$ cat src/rtl/qdr_traffic_gen.sv
// Write/read-compare traffic generator for port 0 of the QDRII+ controller user interface.
// Writes an address-derived pattern over a fixed range, reads it back and flags any mismatch.
module qdr_traffic_gen #(
    parameter int unsigned           ADDR_WIDTH      = 18,
    parameter int unsigned           DATA_WIDTH      = 36,
    parameter int unsigned           BURST_LEN       = 4,
    parameter int unsigned           BW_WIDTH        = 4,
    parameter int unsigned           START_ADDR      = 0,
    parameter int unsigned           END_ADDR        = 255,
    parameter int unsigned           MAX_OUTSTANDING = 16,
    parameter logic [DATA_WIDTH-1:0] SEED            = DATA_WIDTH'(36'h5A5A5A5A5)
) (
    input  logic                               clk,
    input  logic                               rst,
    input  logic                               init_calib_complete,
    input  logic                               start,
    output logic                               app_wr_cmd0,
    output logic [ADDR_WIDTH-1:0]              app_wr_addr0,
    output logic [DATA_WIDTH*BURST_LEN-1:0]    app_wr_data0,
    output logic [BW_WIDTH*BURST_LEN-1:0]      app_wr_bw_n0,
    output logic                               app_rd_cmd0,
    output logic [ADDR_WIDTH-1:0]              app_rd_addr0,
    input  logic                               app_rd_valid0,
    input  logic [DATA_WIDTH*BURST_LEN-1:0]    app_rd_data0,
    output logic                               busy,
    output logic                               tg_compare_error,
    output logic [ADDR_WIDTH-1:0]              err_addr,
    output logic [15:0]                        pass_cnt
);

    localparam int unsigned UW  = DATA_WIDTH * BURST_LEN;
    localparam int unsigned BWW = BW_WIDTH * BURST_LEN;
    localparam int unsigned OW  = $clog2(MAX_OUTSTANDING) + 1;

    localparam logic [ADDR_WIDTH-1:0] FIRST   = ADDR_WIDTH'(START_ADDR);
    localparam logic [ADDR_WIDTH-1:0] LAST    = ADDR_WIDTH'(END_ADDR);
    localparam logic [OW-1:0]         OUT_MAX = OW'(MAX_OUTSTANDING);

    typedef enum logic [2:0] {
        S_IDLE,
        S_WRITE,
        S_READ,
        S_DRAIN,
        S_DONE
    } state_t;

    // Word k of the burst at address A is {A, k} zero-extended and XORed with SEED.
    function automatic logic [UW-1:0] pattern(input logic [ADDR_WIDTH-1:0] addr);
        logic [UW-1:0] burst;
        burst = '0;
        for (int k = 0; k < BURST_LEN; k++) begin
            burst[k*DATA_WIDTH +: DATA_WIDTH] = DATA_WIDTH'({addr, 2'(k)}) ^ SEED;
        end
        return burst;
    endfunction

    state_t                 state_q, state_d;
    logic [ADDR_WIDTH-1:0]  wr_ptr_q, wr_ptr_d;
    logic [ADDR_WIDTH-1:0]  rd_ptr_q, rd_ptr_d;
    logic [ADDR_WIDTH-1:0]  exp_addr_q, exp_addr_d;
    logic [OW-1:0]          outstanding_q, outstanding_d;
    logic                   pass_err_q, pass_err_d;
    logic                   wr_cmd_q, wr_cmd_d;
    logic [ADDR_WIDTH-1:0]  wr_addr_q, wr_addr_d;
    logic [UW-1:0]          wr_data_q, wr_data_d;
    logic [BWW-1:0]         wr_bw_n_q, wr_bw_n_d;
    logic                   rd_cmd_q, rd_cmd_d;
    logic [ADDR_WIDTH-1:0]  rd_addr_q, rd_addr_d;
    logic                   busy_q, busy_d;
    logic                   cmp_err_q, cmp_err_d;
    logic [ADDR_WIDTH-1:0]  err_addr_q, err_addr_d;
    logic [15:0]            pass_cnt_q, pass_cnt_d;

    logic rd_issue;
    logic rd_valid_live;
    logic underflow;
    logic mismatch;

    always_comb begin
        // NOTE: every signal written here gets a default first so no path infers a latch.
        state_d       = state_q;
        wr_ptr_d      = wr_ptr_q;
        rd_ptr_d      = rd_ptr_q;
        exp_addr_d    = exp_addr_q;
        outstanding_d = outstanding_q;
        pass_err_d    = pass_err_q;
        wr_cmd_d      = 1'b0;
        wr_addr_d     = wr_addr_q;
        wr_data_d     = wr_data_q;
        wr_bw_n_d     = '1;
        rd_cmd_d      = 1'b0;
        rd_addr_d     = rd_addr_q;
        cmp_err_d     = cmp_err_q;
        err_addr_d    = err_addr_q;
        pass_cnt_d    = pass_cnt_q;
        rd_issue      = 1'b0;

        // Returns only count while reads can legitimately be in flight.
        rd_valid_live = app_rd_valid0 && (state_q == S_READ || state_q == S_DRAIN);
        underflow     = rd_valid_live && (outstanding_q == '0);
        mismatch      = rd_valid_live && (underflow || (app_rd_data0 != pattern(exp_addr_q)));

        case (state_q)
            S_IDLE: begin
                if (init_calib_complete && start) begin
                    wr_ptr_d   = FIRST;
                    exp_addr_d = FIRST;
                    pass_err_d = 1'b0;
                    state_d    = S_WRITE;
                end
            end
            S_WRITE: begin
                if (!init_calib_complete) begin
                    state_d = S_IDLE;
                end else begin
                    wr_cmd_d  = 1'b1;
                    wr_bw_n_d = '0;
                    wr_addr_d = wr_ptr_q;
                    wr_data_d = pattern(wr_ptr_q);
                    wr_ptr_d  = wr_ptr_q + 1'b1;
                    if (wr_ptr_q == LAST) begin
                        rd_ptr_d = FIRST;
                        state_d  = S_READ;
                    end
                end
            end
            S_READ: begin
                if (!init_calib_complete) begin
                    state_d = S_IDLE;
                end else if (outstanding_q < OUT_MAX) begin
                    rd_issue  = 1'b1;
                    rd_cmd_d  = 1'b1;
                    rd_addr_d = rd_ptr_q;
                    rd_ptr_d  = rd_ptr_q + 1'b1;
                    if (rd_ptr_q == LAST) begin
                        state_d = S_DRAIN;
                    end
                end
            end
            S_DRAIN: begin
                if (!init_calib_complete) begin
                    state_d = S_IDLE;
                end else if (outstanding_q == '0) begin
                    state_d = S_DONE;
                end
            end
            S_DONE: begin
                if (!pass_err_q && pass_cnt_q != 16'hFFFF) begin
                    pass_cnt_d = pass_cnt_q + 16'd1;
                end
                if (init_calib_complete && start) begin
                    wr_ptr_d   = FIRST;
                    exp_addr_d = FIRST;
                    pass_err_d = 1'b0;
                    state_d    = S_WRITE;
                end else begin
                    state_d = S_IDLE;
                end
            end
            default: state_d = S_IDLE;
        endcase

        // An abort drops all in-flight reads; a spurious return never decrements below zero.
        if (state_d == S_IDLE) begin
            outstanding_d = '0;
        end else begin
            outstanding_d = outstanding_q + OW'(rd_issue) - OW'(rd_valid_live && !underflow);
        end

        if (rd_valid_live) begin
            exp_addr_d = exp_addr_q + 1'b1;
        end

        if (mismatch) begin
            pass_err_d = 1'b1;
            cmp_err_d  = 1'b1;
            if (!cmp_err_q) begin
                err_addr_d = exp_addr_q;
            end
        end

        busy_d = (state_d != S_IDLE);
    end

    always_ff @(posedge clk or posedge rst) begin
        if (rst) begin
            state_q       <= S_IDLE;
            wr_ptr_q      <= '0;
            rd_ptr_q      <= '0;
            exp_addr_q    <= '0;
            outstanding_q <= '0;
            pass_err_q    <= 1'b0;
            wr_cmd_q      <= 1'b0;
            wr_addr_q     <= '0;
            wr_data_q     <= '0;
            wr_bw_n_q     <= '1;
            rd_cmd_q      <= 1'b0;
            rd_addr_q     <= '0;
            busy_q        <= 1'b0;
            cmp_err_q     <= 1'b0;
            err_addr_q    <= '0;
            pass_cnt_q    <= '0;
        end else begin
            // NOTE: non-blocking assignments so every flop samples pre-edge values.
            state_q       <= state_d;
            wr_ptr_q      <= wr_ptr_d;
            rd_ptr_q      <= rd_ptr_d;
            exp_addr_q    <= exp_addr_d;
            outstanding_q <= outstanding_d;
            pass_err_q    <= pass_err_d;
            wr_cmd_q      <= wr_cmd_d;
            wr_addr_q     <= wr_addr_d;
            wr_data_q     <= wr_data_d;
            wr_bw_n_q     <= wr_bw_n_d;
            rd_cmd_q      <= rd_cmd_d;
            rd_addr_q     <= rd_addr_d;
            busy_q        <= busy_d;
            cmp_err_q     <= cmp_err_d;
            err_addr_q    <= err_addr_d;
            pass_cnt_q    <= pass_cnt_d;
        end
    end

    assign app_wr_cmd0      = wr_cmd_q;
    assign app_wr_addr0     = wr_addr_q;
    assign app_wr_data0     = wr_data_q;
    assign app_wr_bw_n0     = wr_bw_n_q;
    assign app_rd_cmd0      = rd_cmd_q;
    assign app_rd_addr0     = rd_addr_q;
    assign busy             = busy_q;
    assign tg_compare_error = cmp_err_q;
    assign err_addr         = err_addr_q;
    assign pass_cnt         = pass_cnt_q;

endmodule

$ cat config.mk
export PLATFORM = sky130hd
export DESIGN_NAME = qdr_traffic_gen
export DESIGN_NICKNAME = d
export VERILOG_FILES = /design/src/rtl/qdr_traffic_gen.sv
export SDC_FILE = /design/constraint.sdc
export NUM_CORES = 1
export LEC_CHECK = 0
export ABC_AREA = 1
export CAP_MARGIN = 20
export CELL_PAD_IN_SITES_DETAIL_PLACEMENT = 2
export CELL_PAD_IN_SITES_GLOBAL_PLACEMENT = 2
export CORE_MARGIN = 2
export CORE_UTILIZATION = 23
export DETAILED_ROUTE_END_ITERATION = 7
export PLACE_DENSITY_LB_ADDON = 0.1
export RECOVER_POWER = 50
export SYNTH_ARGS = -nofsm -noshare
export SYNTH_HDL_FRONTEND = slang
export SYNTH_SLANG_ARGS = --single-unit
$ cat constraint.sdc
create_clock -name clk -period 5.9 [get_ports clk]
set_clock_uncertainty 0.05 [all_clocks]
set_input_delay 0.59 -clock clk [delete_from_list [all_inputs] [get_ports clk]]
set_output_delay 0.59 -clock clk [all_outputs]
set_load 0.05 [all_outputs]
## Word-level counts from Yosys, hierarchy flattened

Cells that the tools add are included.

| word-level totals | value |
|---|---|
| bits in registers | 263 |
| bits of input ports | 149 |
| output and inout bits | 234 |
| word-level logic and storage cells | 101 |

| operators by class | value |
|---|---|
| $lt $le $gt $ge | 1 |
| bitwise logic cells | 5 |
| multiplexer cells | 31 |
| add/subtract/negate cells | 6 |
| equal/unequal tests | 13 |
| reduce and logical (&&, ||, !) cells | 29 |

Operators with widths:

| cell | count |
|---|---|
| 18-bit two-way mux | 8 |
| 144-bit by 143-bit inequality test with 1-bit output | 1 |
| 10-bit inverter with 18-bit output | 4 |
| 18-bit one-hot mux with 2 select lines | 2 |
| 18-bit by 1-bit adder with 18-bit output (second input constant) | 3 |
| 18-bit by 8-bit == test with 1-bit output (second input constant) | 2 |
| 16-bit two-way mux | 2 |
| 3-bit two-way mux | 8 |
| 16-bit by 1-bit adder with 16-bit output (second input constant) | 1 |
| 16-bit inequality test (second input constant) | 1 |
| 3-bit one-hot mux with 5 select lines | 1 |
| 2-bit nonzero test | 6 |
| 2-bit AND reduction | 5 |
| 1-bit two-way mux | 9 |
| 3-bit by 2-bit == test with 1-bit output (second input constant) | 2 |
| 1-bit logical AND | 6 |
| 3-bit logical NOT | 2 |
| 2-bit inequality test (second input constant) | 3 |
| 3-bit AND reduction | 2 |
| 5-bit by 1-bit adder with 5-bit output | 1 |
| 5-bit logical NOT | 1 |
| 5-bit < comparator (second input constant) | 1 |
| 5-bit two-way mux | 1 |
| 5-bit AND reduction | 1 |
| other kinds (9) | 12 |

## Longest topological paths before layout

| depth | value |
|---|---|
| word-level depth | 8 |
| gate-level depth with buffers | 16 |
| gate-level depth less buffers | 15 |

## Least setup slack after synthesis

No wires, ideal clock.

| timing path | value |
|---|---|
| path kind | input to register |
| start point | input init_calib_complete |
| end point | register outstanding_q[4] |
| data required time | 5714 ps |
| library setup time | 136 ps |
| slack | 3131 ps |
| data arrival time | 2583 ps |
| path buffers | 1 |
| stages | 15 |
| cell sequence | inv_1 > nor2_1 > inv_2 > nor2_4 > inv_2 > clkbuf_1 > ha_1 > inv_1 > ha_1 > fa_1 > a21oi_1 > nor2_1 > nor2_1 > xor2_1 > a21oi_1 |

| between the ends | value |
|---|---|
| longest elaborated chain between the ends | 5 |
| elaborated cells between the ends (all ways) | 13 |
| classes of those cells | add/sub (2); mux (9); reduce/logical (2) |

RTL lines:

| what | line | source |
|---|---|---|
| start: declaration | 15 | `input logic init_calib_complete,` |
| 1-bit two-way mux (2 in series) | n/a |  |
| named net rd_cmd_d | 67 | `logic rd_cmd_q, rd_cmd_d;` |
| 5-bit by 1-bit adder with 5-bit output | 167 | `outstanding_d = outstanding_q + OW'(rd_issue) - OW'(rd_valid_live && !underflow);` |
| 5-bit by 1-bit subtractor with 5-bit output | 167 |  |
| 5-bit two-way mux | 164 | `if (state_d == S_IDLE) begin` |
| named net outstanding_d[4] | 61 | `logic [OW-1:0] outstanding_q, outstanding_d;` |
| end signal: assignment | 209 | `outstanding_q <= outstanding_d;` |
| end: declaration | 61 |  |

The timed path passes the listed nets, and every way through them passes these cells.
A chain may end at the register's enable or synchronous reset.

## Final worst setup path

| timing path | value |
|---|---|
| start point | register state_q[2] |
| end point | register outstanding_q[4] |

| between the ends | value |
|---|---|
| elaborated cells between the ends (all ways) | 24 |
| classes of those cells | add/sub (2); eq/ne (4); mux (11); reduce/logical (7) |

RTL lines:

| what | line | source |
|---|---|---|
| start: declaration | 57 | `state_t state_q, state_d;` |
| start signal: assignment | 205 | `state_q <= state_d;` |
| 3-bit by 2-bit == test with 1-bit output | n/a |  |
| 1-bit two-way mux | n/a |  |
| named net rd_cmd_d | 67 |  |
| 5-bit by 1-bit adder with 5-bit output | 167 |  |
| 5-bit by 1-bit subtractor with 5-bit output | 167 |  |
| 5-bit two-way mux | 164 |  |
| named net outstanding_d[4] | 61 |  |

The timed path passes the listed nets, and every way through them passes these cells.

==> tab_implementation.tex <==
\begin{tabular}{lr}
\hline
Metric & Value \\
\hline
\multicolumn{2}{l}{\textbf{Routing}} \\
Detailed-router iteration count before antenna repair & 4 \\
DR WL/cell & 15.9 um \\
DR iter-0 viols & 305 \\
Residual DRC & 0 \\
Antenna-violating nets left & 0 \\
Routed via count & 9250 \\
Wire length reported by the detailed router & 34.0 mm \\
Mean number of vias per cell & 4.32 \\
\multicolumn{2}{l}{\textbf{Placement}} \\
Count of input and output buffers & 346 \\
Global placer's final weighted congestion & 0.743 \\
Detail Placement HPWL & 27.4 mm \\
\multicolumn{2}{l}{\textbf{Critical path}} \\
Critical path data arrival time & 4.21 ns \\
Crit Path Category & register to register \\
Required time of the worst setup path & 6.14 ns \\
CP peak stage delay & 0.55 ns \\
CP most frequent cell & sky130\_fd\_sc\_hd\_\_nor2\_1 \\
Startpoint type of the worst setup path & register \\
Crit path capture type & register \\
Register-to-Register Path Depth & 15 \\
Slowest-stage cell, CP & sky130\_fd\_sc\_hd\_\_nand3\_1 \\
CP max FO & 35 \\
Cells along the critical path & inv\_1 -> nand3\_1 -> nor2\_1 -> inv\_2 -> nor2\_1 -> inv\_2 -> ha\_1 -> inv\_1 -> ha\_1 -> fa\_1 -> a21oi\_1 -> nor2\_1 -> nor2\_1 -> xor2\_1 -> a21oi\_1 \\
\multicolumn{2}{l}{\textbf{Yosys}} \\
Asr flop ratio synth & 100\% \\
Combined area of all synthesized cells & 9740 sq um \\
Yosys warning total & 0 \\
Prevailing post-synth register cell & sky130\_fd\_sc\_hd\_\_dfrtp\_1 \\
Fraction of the yosys area taken by sequential cells & 38.0\% \\
Average cell area after synthesis & 7.12 sq um \\
Number of synthesized flops with an enable pin & 0 \\
Synth cell types & 48 \\
Mapped Cells & 1367 \\
Number of synthesized register bits & 148 \\
\multicolumn{2}{l}{\textbf{STA}} \\
Crit share post-route & 67.4\% \\
Minimum period implied by the final worst setup slack & 3.98 ns \\
Normalized max-slew margin & -51.4\% \\
Total count of max-transition violations in the final report & 46 \\
Unrepaired setup endpoints after global routing & false \\
Max Fclk & 0.252 GHz \\
Fin Hold WS & 0.416 ns \\
Worst Tran Pin Value & 2.26 ns \\
Final number of setup-violating endpoints & 0 \\
Endpoints failing hold & 0 \\
Sum of negative setup slack & 0 ns \\
\multicolumn{2}{l}{\textbf{Pwr}} \\
Static Leak & 6.28 nW \\
Switching power total & 0.00116 W \\
Total power of the final layout & 0.00327 W \\
Sw Ratio & 35.6\% \\
Sequential fraction of design power & 34.0\% \\
Power per Cell Area & 245 nW/um\^{}2 \\
Internal cell power & 0.00210 W \\
Power share of the clock group & 35.7\% \\
Proportion of power drawn by combinational gates & 30.3\% \\
IR drop worst, VDD & 0.162 mV \\
\multicolumn{2}{l}{\textbf{Finish}} \\
Final core utilization & 31.9\% \\
Nets & 1747 \\
Layout cells sized above 1 & 4.19\% \\
Leading cell type in the layout, fill and taps excluded & sky130\_fd\_sc\_hd\_\_nand2\_1 \\
Layout Area Growth over Synthesis & 37.0\% \\
Commonest cells after routing, fill and taps aside & 430 x sky130\_fd\_sc\_hd\_\_nand2\_1, 288 x sky130\_fd\_sc\_hd\_\_clkdlybuf4s50\_1, 148 x sky130\_fd\_sc\_hd\_\_inv\_1 \\
Antenna cells & 0 \\
Fillcell total & 4917 \\
\multicolumn{2}{l}{\textbf{Status}} \\
Violated checks & max-capacitance violations, max-slew violations \\
Status & finished with violations \\
\multicolumn{2}{l}{\textbf{CTS}} \\
Clock transition at path regs & 0.06 ns \\
Root Driver & sky130\_fd\_sc\_hd\_\_clkbuf\_16 \\
Clock tree buffer depth & 2 \\
Sinks on Clock Net & 148 \\
Number of buffers inserted by hold repair at cts & 0 \\
CTS Buf Count & 17 \\
Post-CTS setup-driven buffer insertion count & 0 \\
TritonCTS clock tree & yes \\
CTS H-Tree Depth & 4 \\
Worst-skew pair later-pin latency & 0.43 ns \\
Post-CTS resize count & 0 \\
\multicolumn{2}{l}{\textbf{Die}} \\
Overall die height & 210 um \\
Horizontal die dimension & 210 um \\
Initial core utilization & 23.3\% \\
DIE AREA & 44000 sq um \\
Number of top-level pins & 383 \\
Site row count & 75 \\
Core Box Area & 41900 sq um \\
\multicolumn{2}{l}{\textbf{GRT}} \\
Global-route wire length before repair & 53.6 mm \\
Pin count of the biggest net entering global routing & 106 \\
Antenna violations before repair & 1 \\
Global routing usage summed across all routing layers & 15.5\% \\
Leftover overflow at the end of global routing & 0 \\
Vias in the first global route & 9688 \\
\multicolumn{2}{l}{\textbf{Job}} \\
Number of max-capacitance violations reported & 1 \\
\multicolumn{2}{l}{\textbf{Hold path}} \\
Number of instances on the worst hold path & 2 \\
Worst Hold Class & register to register \\
\hline
\end{tabular}
[area by class of cell]
cell class	count	area [sq um]	area share, %
Inverter	175	658	4.93
Clock inverter	8	124	0.928
Timing Repair Buffer	350	3510	26.3
Clock buffer	24	502	3.76
Sequential cell	148	3700	27.8
Multi-Input combinational cell	895	4170	31.2
Tap cell	539	674	5.05
[cells by family after synthesis]
group / Yosys count / share of synthesized area (%)
and+or+nand+nor: 673 / 28.4
buffers and inverters: 359 / 20.2
DFF: 148 / 38.0
AOI/OAI and AO/OA: 124 / 7.25
xor gates and xnor gates: 51 / 4.59
adders and majority gates: 11 / 1.49
other: 1 / 0.0385
[power groups by stage]
stage | logic, W | clock network (W) | registers (W)
final | 0.000990 | 0.00117 | 0.00111
after global routing | 0.00104 | 0.00124 | 0.00112
after CTS | 0.00102 | 0.00121 | 0.00111
after detailed placement | 0.00102 | 0 | 0.00113
after global placement | 0.00101 | 0 | 0.00113
after floorplan | 0.000599 | 0 | 0.00127
[flip-flops by register name, summed over array words and instances (netlist names), 3 cells and up]
register and cells:
state_q 3, app_wr_data0 11, outstanding_q 5, app_wr_addr0 17, pass_cnt 16, rd_ptr_q 18, exp_addr_q 18, err_addr 18
app_rd_addr0 18, wr_ptr_q 18
[stage by stage]
stage / std cells / worst slack (ns) / instance area (sq um)
6_report: 2139 / 1.92 / 13300
5_1_grt: 2139 / 1.45 / 13300
4_1_cts: 2138 / 2.10 / 13400
3_5_place_dp: 2106 / 2.12 / 12700
3_3_place_gp: 2105 / 2.25 / 12700
2_1_floorplan: 1402 / 1.28 / 9870
[synth_stat cells, types with 4 or more instances]
cell	n	area share, %
sky130_fd_sc_hd__inv_2	26	1.0
sky130_fd_sc_hd__nand4_1	30	1.9
sky130_fd_sc_hd__nor4_1	4	0.26
sky130_fd_sc_hd__nor3_1	18	0.93
sky130_fd_sc_hd__nand2_1	429	17
sky130_fd_sc_hd__a21oi_1	23	1.2
sky130_fd_sc_hd__nand3_1	47	2.4
sky130_fd_sc_hd__buf_4	152	12
sky130_fd_sc_hd__ha_1	10	1.3
sky130_fd_sc_hd__xnor2_1	19	1.7
sky130_fd_sc_hd__inv_1	147	5.7
sky130_fd_sc_hd__buf_2	13	0.67
sky130_fd_sc_hd__xor2_1	32	2.9
sky130_fd_sc_hd__o21ai_0	62	3.2
sky130_fd_sc_hd__o21ai_1	7	0.36
sky130_fd_sc_hd__buf_6	4	0.46
sky130_fd_sc_hd__nor2_1	129	5.0
sky130_fd_sc_hd__dfrtp_1	147	38
sky130_fd_sc_hd__clkbuf_1	12	0.46
sky130_fd_sc_hd__o31ai_1	14	1.1
[per-layer routing]
layer / GRT usage (%) / up-vias / wire (um)
li1: - / 4496 / -
met1: 18.1 / 4455 / 14400
met2: 27.7 / 278 / 16800
met3: 4.62 / 19 / 2420
met4: 3.60 / 2 / 363
met5: 0 / - / 13
[worst paths after layout]
kind | from | to | slack [ns]
setup / recovery | state_q[2] | outstanding_q[4] | 1.92
min in group asynchronous | rst | pass_cnt[9] | 1.17
max in group asynchronous | rst | app_wr_data0[127] | 2.92
hold reg to reg | err_addr[5] | err_addr[5] | 0.42
setup reg to reg | state_q[2] | outstanding_q[4] | 1.92
hold / removal | err_addr[5] | err_addr[5] | 0.42
[critical path, delay by kind of cell (launching register included)]
family | cells | cell delay (ns)
flops | 1 | 0.41
fa+ha+maj | 3 | 0.99
compound gates | 2 | 0.23
buf+inv | 4 | 0.52
xor+xnor | 1 | 0.15
simple gates | 5 | 1.48
Power figures use the tool's default switching activity.
